$ cat config.mk
export PLATFORM = sky130hd
export DESIGN_NAME = ififo16
export DESIGN_NICKNAME = d
export VERILOG_FILES = /design/src/rtl/ififo16_pkg.sv /design/src/rtl/ififo16_mem.sv /design/src/rtl/ififo16.sv
export SDC_FILE = /design/constraint.sdc
export NUM_CORES = 2
export LEC_CHECK = 0
export CORE_AREA = 8 8 483 485
export CTS_CLUSTER_DIAMETER = 40
export DETAILED_ROUTE_END_ITERATION = 8
export DIE_AREA = 0 0 491 493
export PLACE_DENSITY = 0.55
export REMOVE_ABC_BUFFERS = 1
export SETUP_SLACK_MARGIN = 0.02
export SLEW_MARGIN = 10
export SYNTH_ARGS = -nofsm -noshare
export SYNTH_HDL_FRONTEND = slang
export SYNTH_HIERARCHICAL = 1
export SYNTH_SLANG_ARGS = --single-unit
export TNS_END_PERCENT = 100
$ cat constraint.sdc
create_clock -name i_clk -period 21 [get_ports i_clk]
set_clock_uncertainty 0.2 [all_clocks]
set_input_delay 6.3 -clock i_clk [delete_from_list [all_inputs] [get_ports i_clk]]
set_output_delay 6.3 -clock i_clk [all_outputs]
set_load 0.01 [all_outputs]
$ cat src/rtl/ififo16_pkg.sv
// rtl/ififo16_pkg.sv - shared constants and helpers for the 16-entry FIFO
package ififo16_pkg;

  // Geometry of the queue: 16 slots, 4-bit pointers, 5-bit occupancy (0..16)
  localparam int unsigned DEPTH = 16;
  localparam int unsigned PTR_W = 4;
  localparam int unsigned CNT_W = 5;

  // Occupancy values at which the flags assert
  localparam logic [CNT_W-1:0] CNT_EMPTY = '0;
  localparam logic [CNT_W-1:0] CNT_FULL  = CNT_W'(DEPTH);

  // Queue operation resolved for one cycle after the full/empty gating
  typedef enum logic [1:0] {
    OP_IDLE = 2'b00,
    OP_POP  = 2'b01,
    OP_PUSH = 2'b10,
    OP_BOTH = 2'b11
  } fifo_op_e;

  // Pointer advance; the 4-bit width makes 15 -> 0 wrap implicit
  function automatic logic [PTR_W-1:0] ptr_next(input logic [PTR_W-1:0] ptr);
    return ptr + PTR_W'(1);
  endfunction

endpackage

$ cat src/rtl/ififo16_mem.sv
// rtl/ififo16_mem.sv - 16 x P_WIDTH register array, sync write, async read
module ififo16_mem
  import ififo16_pkg::*;
#(
  parameter int P_WIDTH = 128
) (
  input  logic               i_clk,
  input  logic               i_we,
  input  logic [PTR_W-1:0]   i_waddr,
  input  logic [P_WIDTH-1:0] i_wdata,
  input  logic [PTR_W-1:0]   i_raddr,
  output logic [P_WIDTH-1:0] o_rdata
);

  // Storage is deliberately not reset; the empty flag masks stale contents
  logic [P_WIDTH-1:0] mem_q [DEPTH];

  // Write the addressed slot on an accepted enqueue
  always_ff @(posedge i_clk) begin
    if (i_we) begin
      mem_q[i_waddr] <= i_wdata;
    end
  end

  assign o_rdata = mem_q[i_raddr];

endmodule

$ cat src/rtl/ififo16.sv
// rtl/ififo16.sv - 16-entry first-word fall-through FIFO; IFIFO16_COUNT_EN adds o_count
module ififo16
  import ififo16_pkg::*;
#(
  parameter int P_WIDTH = 128
) (
  input  logic               i_clk,
  input  logic               i_rst_n,
  input  logic [P_WIDTH-1:0] i_data,
  output logic [P_WIDTH-1:0] o_data,
  input  logic               i_enq,
  input  logic               i_deq,
  output logic               o_full,
  output logic               o_empty
`ifdef IFIFO16_COUNT_EN
  ,
  output logic [CNT_W-1:0]   o_count
`endif
);

  logic [PTR_W-1:0]   wr_ptr_q, wr_ptr_d;
  logic [PTR_W-1:0]   rd_ptr_q, rd_ptr_d;
  logic [CNT_W-1:0]   count_q, count_d;
  logic               enq_ok;
  logic               deq_ok;
  fifo_op_e           op;
  logic [P_WIDTH-1:0] rd_data;

  // Flags decode registered occupancy only, so no input reaches them combinationally
  assign o_full  = (count_q == CNT_FULL);
  assign o_empty = (count_q == CNT_EMPTY);

  // Gate requests: a push into a full queue is dropped even if a pop happens too
  assign enq_ok = i_enq & ~o_full;
  assign deq_ok = i_deq & ~o_empty;
  assign op     = fifo_op_e'({enq_ok, deq_ok});

  // Next pointers and occupancy for the resolved operation
  always_comb begin
    wr_ptr_d = wr_ptr_q;
    rd_ptr_d = rd_ptr_q;
    count_d  = count_q;
    unique case (op)
      OP_PUSH: begin
        wr_ptr_d = ptr_next(wr_ptr_q);
        count_d  = count_q + CNT_W'(1);
      end
      OP_POP: begin
        rd_ptr_d = ptr_next(rd_ptr_q);
        count_d  = count_q - CNT_W'(1);
      end
      OP_BOTH: begin
        wr_ptr_d = ptr_next(wr_ptr_q);
        rd_ptr_d = ptr_next(rd_ptr_q);
      end
      default: begin
      end
    endcase
  end

  // Pointer/occupancy registers; reset wins over any concurrent request
  always_ff @(posedge i_clk) begin
    if (!i_rst_n) begin
      wr_ptr_q <= '0;
      rd_ptr_q <= '0;
      count_q  <= '0;
    end else begin
      wr_ptr_q <= wr_ptr_d;
      rd_ptr_q <= rd_ptr_d;
      count_q  <= count_d;
    end
  end

  ififo16_mem #(
    .P_WIDTH (P_WIDTH)
  ) u_mem (
    .i_clk   (i_clk),
    .i_we    (enq_ok & i_rst_n),
    .i_waddr (wr_ptr_q),
    .i_wdata (i_data),
    .i_raddr (rd_ptr_q),
    .o_rdata (rd_data)
  );

  // Head word falls through; zero while empty so stale storage never shows
  assign o_data = o_empty ? '0 : rd_data;

`ifdef IFIFO16_COUNT_EN
  assign o_count = count_q;
`endif

endmodule

==> results.json <==
{
  "antenna_left": 0,
  "synthAdderAreaFrac_pct": 0.111,
  "drtPass1Iterations": 7,
  "cpPeakStageDelay_ps": 820,
  "cts_resized": 0,
  "cellLeakagePower_nw": 29.0,
  "internal_power_mw": 8.57,
  "area_growth_pct": 20.6,
  "finalHoldViolCount": 0,
  "yosys.area_share.simple_pct": 2.19,
  "core-area_um2": 226000,
  "synth_xor_area_share_pct": 0.0892,
  "irDropWorstVdd_v": 0.000189,
  "grt_max_degree": 154,
  "grt_first_pass_wirelength_um": 287000,
  "critPathArrivalTime_ps": 5800,
  "final.min_clock_period_ps": 12300,
  "crit_chain": "buf_4 > buf_4 > buf_4 > mux4_2 > a22oi_1 > nand2_1 > nor2b_1 > clkdlybuf4s50_1",
  "fin_crit_sh_pct": 58.6,
  "clkSinkCount": 2061,
  "tns_ps": 0,
  "slowest_stage": "dfxtp_4",
  "insertion_delay_ps": 900,
  "endpoint_kind": "output port",
  "fin_ws_ps": 8700,
  "hold_class": "reg -> reg",
  "critPathKind": "reg -> out",
  "avgSynthCellArea_um2": 22.7,
  "worst_slew_pin_slew_ps": 1120,
  "htreeDepth": 5,
  "cts_buffer_depth": 4,
  "grt.total_usage_pct": 16.1,
  "p_per_area_nw_per_um2": 121,
  "clk_pin_slew_ps": 60,
  "timing.hold.ws_ps": 338,
  "synth_top_family_by_area": "multiplexers",
  "detail_route.wl_per_cell_um": 28.0,
  "num_rows": 175,
  "power_frac_clock_pct": 42.9,
  "rsz0062_at_grt": "false",
  "die_w_um": 491,
  "maxCapViolCount": 0,
  "drt_iter0_drc": 3214,
  "fillers": 19600,
  "clock.fmax_mhz": 81.3,
  "port_buffers": 261,
  "drv_slew": 0,
  "antenna_found_initial": 41,
  "place.gp.congestion": 0.692,
  "status": "finished, final reports clean",
  "die-area_um2": 242000,
  "pwr-share-seq_pct": 40.9,
  "combPwrFrac_pct": 16.2,
  "ys_top_cells_by_area": "edfxtp_1 (78%), mux4_2 (14%), a22oi_1 (2.1%)",
  "synth.distinct_cells": 42,
  "worstPathRequired_ps": 14500,
  "synthMuxAreaShare_pct": 15.0,
  "instances_no_fill": 7164,
  "startpoint_type": "flip-flop",
  "synth_top_cell_area_share_pct": 78.3,
  "cts_setup_buffers": 0,
  "syn_inst": 3460,
  "cts_tree": "built",
  "synth-compound-area-share_pct": 2.77,
  "die_y_um": 493,
  "routed-via-count": 37600,
  "critPathMaxFanout": 41,
  "synth_top_area_cell": "edfxtp_1",
  "vias_per_cell": 5.25,
  "yosys_warnings": 6,
  "initial_core_util_pct": 34.8,
  "max_slew_margin_pct": 25.3,
  "syn_area_um2": 78600,
  "root_buffer": "clkbuf_16",
  "nets": 4050,
  "power.share.switching_pct": 25.1,
  "place_ws_ps": 9400,
  "ys_seq_elements": 2061,
  "switching_power_mw": 2.88,
  "dp_hpwl_um": 97400,
  "ys_seq_area_share_pct": 78.6,
  "worst_path_most_repeated_cell": "buf_4",
  "setup_viol": 0,
  "finish.utilization_pct": 41.9,
  "layout-drive-gt1-share_pct": 27.2,
  "grt_pass1_vias": 39600,
  "cts_inserted_buffers": 305,
  "drc": 0,
  "overflow": 0,
  "io_pins": 262,
  "hold_buffers": 0,
  "drt-total-wl_um": 201000,
  "placed_cells": 6613
}
==> layout by cell type (no fill, tap or decap), drive strengths merged, types with 2 or more instances in the layout <==
| cell type | netlist | routed |
|---|---|---|
| mux2 | 64 | 64 |
| buf | 127 | 77 |
| o21a | 2 | 2 |
| nor2b | 157 | 157 |
| o22a | 6 | 6 |
| o21ai | 22 | 22 |
| inv | 6 | 49 |
| nor3 | 6 | 6 |
| nand2b | 18 | 18 |
| mux2i | 28 | 28 |
| clkinv | 0 | 90 |
| xor2 | 8 | 8 |
| a22oi | 215 | 215 |
| a221oi | 12 | 12 |
| nand3 | 5 | 5 |
| dfxtp | 13 | 13 |
| mux4 | 477 | 477 |
| nor2 | 25 | 25 |
| clkinvlp | 0 | 35 |
| or3 | 2 | 2 |
| ha | 7 | 7 |
| and2 | 3 | 3 |
| clkbuf | 67 | 341 |
| bufinv | 0 | 25 |
| nand3b | 3 | 3 |
| a21oi | 4 | 4 |
| nand2 | 101 | 101 |
| clkdlybuf4s50 | 0 | 261 |
| edfxtp | 2048 | 2048 |
| o221ai | 23 | 23 |
| diode | 0 | 17 |
==> final timing paths <==
path,startpoint,endpoint,slack (ps),cells past startpoint
setup reg to reg,count_q[2],u_mem/mem_q[6][66],16120,8
hold reg to reg,wr_ptr_q[3],wr_ptr_q[3],340,2
setup / recovery,rd_ptr_q[0],o_data[51],8700,8
hold / removal,wr_ptr_q[3],wr_ptr_q[3],340,2
==> worst max-delay path, delay by kind of cell, from the launching register on <==
family          cells  cell delay, ps
mux                 1             590
compound gates      1             220
flops               1             820
simple gates        2             310
buf+inv             4            2740
==> metrics by stage <==
step / cell area, um^2 / power (mW)
2_1_floorplan: 77600 / 6.45
3_5_place_dp: 84800 / 6.69
6_report: 94700 / 11.4
5_1_grt: 94700 / 11.9
3_3_place_gp: 84800 / 6.68
4_1_cts: 94700 / 11.6
==> power groups by stage <==
stage               Clock (mW)  Combinational (mW)  Sequential, mW
floorplan                    0                1.54            4.91
global placement             0                1.91            4.76
detailed placement           0                1.92            4.77
CTS                       5.02                1.92            4.68
global route              5.18                2.01            4.69
finish                    4.91                1.85            4.68
==> cell families (layout without fill, tap and decap cells) <==
group,after synthesis,after routing
XOR/XNOR,8,8
multiplexers,569,569
buffers and inverters,200,878
AND/OR/NAND/NOR,325,325
AO/OA/AOI/OAI,290,290
flip-flops,2061,2061
adder cells (fa/ha/maj),7,7
other,0,17
==> final cells by class <==
class	count	area [um^2]	share of cell area, %
antenna	17	42.5	0.0449
timing repair buffer	338	3290	3.47
sequential	2061	61800	65.2
clock inverter	193	1940	2.05
clock buffer	341	7960	8.40
multi-input combinational	1199	15900	16.8
inverter	6	22.5	0.0238
tap	3009	3760	3.97
==> synthesized netlist by cell type <==
cell type / count
buf_1: 8
nand3_1: 5
or2_2: 1
buf_4: 21
a31oi_1: 1
nor2b_1: 157
a22oi_1: 215
a21o_1: 1
o21ai_4: 1
mux2i_1: 28
nand3b_1: 3
and2_1: 3
a41oi_1: 1
nand2_1: 101
a32oi_1: 1
nand2b_1: 18
nor2_1: 24
o22a_1: 6
o31ai_1: 1
clkbuf_1: 67
nor2_2: 1
o21a_1: 2
a21oi_1: 4
edfxtp_1: 2048
o21ai_0: 21
nand4b_1: 1
o211ai_1: 1
nor4_1: 1
xor2_1: 8
mux4_2: 477
or4_4: 1
a221oi_1: 12
or3_1: 2
buf_6: 7
or3b_2: 1
buf_2: 91
inv_1: 6
mux2_2: 64
ha_1: 7
nor3_1: 6
o221ai_1: 23
dfxtp_1: 13
==> registers in the layout (all words and copies together), names as in the netlist <==
signal	count
u_mem/mem_q	2048
rd_ptr_q	4
count_q	5
wr_ptr_q	4
==> per-layer routing <==
metal	part of all wire, %	track usage, %
met2	49	26.8
met4	2.4	4.75
met1	42	21.4
met5	0.072	0
met3	5.8	3.57
(Power assumes the default switching activity.)
